File: src/rtl/bram_ip_debounce.sv
// 32x8 simple dual-port block RAM whose write port also fires once per debounced
// pushbutton press. Optional macro BRAM_WR_BYPASS_EN selects new-data read-during-write.
`timescale 1ns/1ps

module bram_ip_debounce #(
  parameter int DATA_W          = 8,
  parameter int ADDR_W          = 5,
  parameter int DEBOUNCE_CYCLES = 500000
) (
  input  logic              CLOCK_50,
  input  logic              reset_n,
  input  logic              button,
  output logic              button_pressed,
  input  logic [DATA_W-1:0] data,
  input  logic [ADDR_W-1:0] wraddress,
  input  logic [ADDR_W-1:0] rdaddress,
  input  logic              wren,
  output logic [DATA_W-1:0] q
);

  localparam int DEPTH       = 2 ** ADDR_W;
  localparam int SYNC_STAGES = 2;
  localparam int CNT_W       = (DEBOUNCE_CYCLES > 1) ? $clog2(DEBOUNCE_CYCLES) : 1;
  localparam logic [CNT_W-1:0] CNT_LAST = CNT_W'(DEBOUNCE_CYCLES - 1);

  logic [SYNC_STAGES-1:0] sync_reg;
  logic                   sync_out;
  logic [CNT_W-1:0]       cnt_reg;
  logic                   db_state_reg;
  logic                   button_pressed_reg;
  logic                   wr_en;
  logic [DATA_W-1:0]      q_reg;
  logic [DATA_W-1:0]      q_next;
  logic [DATA_W-1:0]      mem [DEPTH];

  // Synchronizer flops idle high so a released button looks stable through reset.
  always_ff @(posedge CLOCK_50 or negedge reset_n) begin
    if (!reset_n) begin
      sync_reg <= '1;
    end else begin
      sync_reg <= {sync_reg[SYNC_STAGES-2:0], button};
    end
  end

  assign sync_out = sync_reg[SYNC_STAGES-1];

  always_ff @(posedge CLOCK_50 or negedge reset_n) begin
    if (!reset_n) begin
      cnt_reg            <= '0;
      db_state_reg       <= 1'b1;
      button_pressed_reg <= 1'b0;
    end else begin
      button_pressed_reg <= 1'b0;
      if (sync_out == db_state_reg) begin
        cnt_reg <= '0;
      end else if (cnt_reg == CNT_LAST) begin
        // Accept the new level; only the 1->0 (press) transition pulses.
        db_state_reg       <= sync_out;
        cnt_reg            <= '0;
        button_pressed_reg <= db_state_reg;
      end else begin
        cnt_reg <= cnt_reg + 1'b1;
      end
    end
  end

  assign button_pressed = button_pressed_reg;

  // Reset also blocks external writes, not just the pulse path.
  assign wr_en = reset_n & (wren | button_pressed_reg);

  always_ff @(posedge CLOCK_50) begin
    if (wr_en) begin
      mem[wraddress] <= data;
    end
  end

  always_comb begin
    q_next = mem[rdaddress];
`ifdef BRAM_WR_BYPASS_EN
    if (wr_en && (wraddress == rdaddress)) begin
      q_next = data;
    end
`endif
  end

  always_ff @(posedge CLOCK_50 or negedge reset_n) begin
    if (!reset_n) begin
      q_reg <= '0;
    end else begin
      q_reg <= q_next;
    end
  end

  assign q = q_reg;

endmodule

File: config.mk
export PLATFORM = sky130hd
export DESIGN_NAME = bram_ip_debounce
export DESIGN_NICKNAME = d
export VERILOG_FILES = /design/src/rtl/bram_ip_debounce.sv
export SDC_FILE = /design/constraint.sdc
export NUM_CORES = 1
export LEC_CHECK = 0
export ABC_AREA = 1
export CORE_MARGIN = 10
export CORE_UTILIZATION = 58
export CTS_BUF_LIST = sky130_fd_sc_hd__clkbuf_8
export CTS_CLUSTER_DIAMETER = 120
export DETAILED_ROUTE_END_ITERATION = 8
export HOLD_SLACK_MARGIN = 0.08
export PLACE_DENSITY_LB_ADDON = 0.2
export SETUP_SLACK_MARGIN = 0.05
export SLEW_MARGIN = 20
export SYNTH_ARGS = -nofsm -noshare
export SYNTH_HDL_FRONTEND = slang
export SYNTH_SLANG_ARGS = --single-unit
File: constraint.sdc
create_clock -name CLOCK_50 -period 1.55 [get_ports CLOCK_50]
set_clock_uncertainty 0.1 [all_clocks]
set_input_delay 0.2325 -clock CLOCK_50 [delete_from_list [all_inputs] [get_ports CLOCK_50]]
set_output_delay 0.2325 -clock CLOCK_50 [all_outputs]
set_load 0.03 [all_outputs]
==> impl_metrics.json, run 1 <==
{
  "status": "complete, but fails checks",
  "failed_checks": "negative setup slack",
  "synth.distinct_cells": 28,
  "startpoint_type": "register",
  "seqCellArea_sq_um": 8470,
  "largest_register_ffs": 256,
  "dr.pass1.iters": 6,
  "synth_cells": 1072,
  "finalWirelength_microns": 28700,
  "final.fill_count": 1337,
  "grt_pass1_vias": 8299,
  "nNetsFinal": 1214,
  "cp.depth": 5,
  "hold_violations": 0,
  "ys_seq_area_frac": 0.710,
  "min_period_ns": 1.57,
  "worst_slew_pin_slew_ns": 0.487,
  "setup_ws_ns": -0.0226,
  "cpPeakStageDelay_ns": 0.41,
  "pwr_density_cell_nw_per_um2": 1130,
  "p_leak_uw": 0.00567,
  "critPathSlowestCell": "dfrtp_2",
  "dp_slack_ns": -0.472,
  "clkTransAtPathRegs_ns": 0.06,
  "met1_length_microns": 11800,
  "grt_setup_unrepaired": "true",
  "multiInputGateArea_sq_um": 3360,
  "syn_area_per_cell_sq_um": 11.1,
  "critical_path.cell_chain": "o21a_4 > nand3_4 > buf_12 > nor2_4 > buf_6",
  "wl_met2_microns": 13600,
  "yosysWarningCount": 0,
  "cts_buffers": 45,
  "critical_path_arrival_ns": 1.76,
  "cts_tree": "yes",
  "netlist_area_sq_um": 11900,
  "start_util": 0.589,
  "clock-sinks": 287,
  "hold_path.class": "in -> async",
  "fmax_ghz": 0.636,
  "gp_congestion": 0.874,
  "layout_commonest_cell": "nand2_1",
  "syn_nets": 1095,
  "die_y_microns": 163,
  "clockBufferDepth": 3,
  "die_area_sq_um": 26700,
  "setup_tns_ns": -0.227,
  "grtUsageTotal": 0.217,
  "ioPinCount": 31,
  "drc": 0,
  "setup_violations": 13,
  "path_class": "reg -> reg",
  "finalNonFillerCells": 1497,
  "cts_root_buf": "clkbuf_8",
  "p_total_uw": 16500,
  "synth_seq_cells": 287,
  "max_slew_margin": 0.676,
  "mostFrequentLayoutCells": "393 x nand2_1, 256 x edfxtp_1, 200 x nand3_1, 50 x clkbuf_8",
  "antenna_found_initial": 0,
  "crit_family": "flip-flops",
  "drive_gt1_frac": 0.187,
  "ant_nets": 0,
  "hpwlAfterDp_microns": 17800,
  "place.port_buffers": 30,
  "top_layer": "met4",
  "core_area_sq_um": 20200,
  "post_drt_wl_per_cell_microns": 19.2,
  "final_max_slew_viol_count": 0,
  "drtIter0Drc": 940,
  "grt_max_degree": 52,
  "fin_area_sq_um": 14600,
  "grt_pass1_wl_microns": 45200,
  "worst-path-buf-inv": 2,
  "area_growth_pct": 22.6,
  "rows": 52,
  "route.met3.wl_microns": 2350,
  "dp_cells": 1411,
  "required_ns": 1.74,
  "via_per_inst": 5.59,
  "htree_levels": 2,
  "die_w_microns": 163,
  "vias": 8366,
  "clkLatencyLatePin_ns": 0.57,
  "crit_fanout": 5,
  "drv_cap": 0,
  "reg2reg_depth": 5,
  "period_share": 1.01,
  "grt_overflow_total": 0,
  "antenna_cells": 0,
  "place_area_sq_um": 13100,
  "end_kind": "register",
  "vdd_ir_drop_max_v": 0.000886
}
[per-layer routing]
| layer | vias to the layer above | GRT usage |
|---|---|---|
| met4 | 0 | 0.0926 |
| li1 | 3912 | - |
| met1 | 3944 | 0.292 |
| met5 | - | 0 |
| met2 | 421 | 0.344 |
| met3 | 89 | 0.0373 |
[worst paths after layout]
kind	from	end	slack, ns
hold reg to reg	sync_reg[0]	sync_reg[1]	0.26
min in group CLOCK_50	sync_reg[0]	sync_reg[1]	0.26
setup / recovery	button_pressed	mem[30][3]	-0.02
max in group asynchronous	reset_n	db_state_reg	0.92
hold / removal	reset_n	q[6]	0.11
setup reg to reg	button_pressed	mem[30][3]	-0.02
[power by group]
group	internal, uW	switching (uW)
clock network	3820	2960
logic	401	834
registers	8510	21.9
[worst reg2reg max path, stage by stage, from the launching register on]
cell     delay (ns)
dfrtp_2        0.41
o21a_4         0.22
nand3_4        0.11
buf_12         0.19
nor2_4         0.12
buf_6          0.13
[synth_stat cells]
cell type / instances / area, sq um
ha_1: 1 / 12.5
nor2_4: 1 / 11.3
nor2_2: 3 / 18.8
buf_4: 26 / 195
nor3b_1: 2 / 15.0
xor2_1: 9 / 78.8
nand3_1: 206 / 1030
a31oi_1: 1 / 6.26
nor2_1: 65 / 244
nor3_4: 1 / 16.3
buf_6: 1 / 11.3
inv_1: 29 / 109
inv_2: 5 / 18.8
nand2_1: 394 / 1480
nand3_2: 1 / 10.0
edfxtp_1: 256 / 7690
o21a_1: 1 / 7.51
xnor2_1: 2 / 17.5
o21ai_0: 1 / 5.00
nand2_2: 1 / 6.26
a21oi_1: 4 / 20.0
buf_2: 15 / 75.1
nor3_1: 2 / 10.0
dfrtp_1: 28 / 701
dfstp_2: 3 / 78.8
clkbuf_1: 8 / 30.0
nand4_1: 4 / 25.0
buf_1: 2 / 7.51
[per-stage QoR]
step / utilization / hold WS, ns
CTS: 0.708 / 0.0951
global route: 0.723 / 0.141
finish: 0.723 / 0.108
detailed placement: 0.650 / 0.251
global placement: 0.650 / 0.254
floorplan: - / -0.163
[repair_timing]
item / CTS / global route
gates resized for setup: 106 / 74
hold buffers: 1 / 0
buffers inserted: 1 / 1
endpoints found under the setup margin: 279 / 274
pin swaps: 2 / 5
endpoints found under the hold margin: 1 / 0
[final cells by class]
type / instances / share of cell area
Sequential cell: 287 / 0.579
Clock buffer: 50 / 0.0471
Timing Repair Buffer: 124 / 0.0926
Tap cell: 270 / 0.0231
Clock inverter: 33 / 0.0193
Inverter: 34 / 0.00881
Multi-Input combinational cell: 699 / 0.230
[cell families (layout without fill, tap and decap cells)]
group | Yosys count | in the layout | share of synthesized area
AO/OA/AOI/OAI | 7 | 7 | 0.00325
flip-flops | 287 | 287 | 0.710
buffers and inverters | 86 | 241 | 0.0374
XOR/XNOR | 11 | 11 | 0.00808
adder cells (fa/ha/maj) | 1 | 1 | 0.00105
AND/OR/NAND/NOR | 680 | 680 | 0.240
Note: power is estimated with default switching activity, not from simulation.
==> inputs of run 2 (changes only) <==
CAP_MARGIN = 5   (was not set)
==> results of run 2 <==
Same layout as run 1: the final DEF is identical, and so are final timing and power.
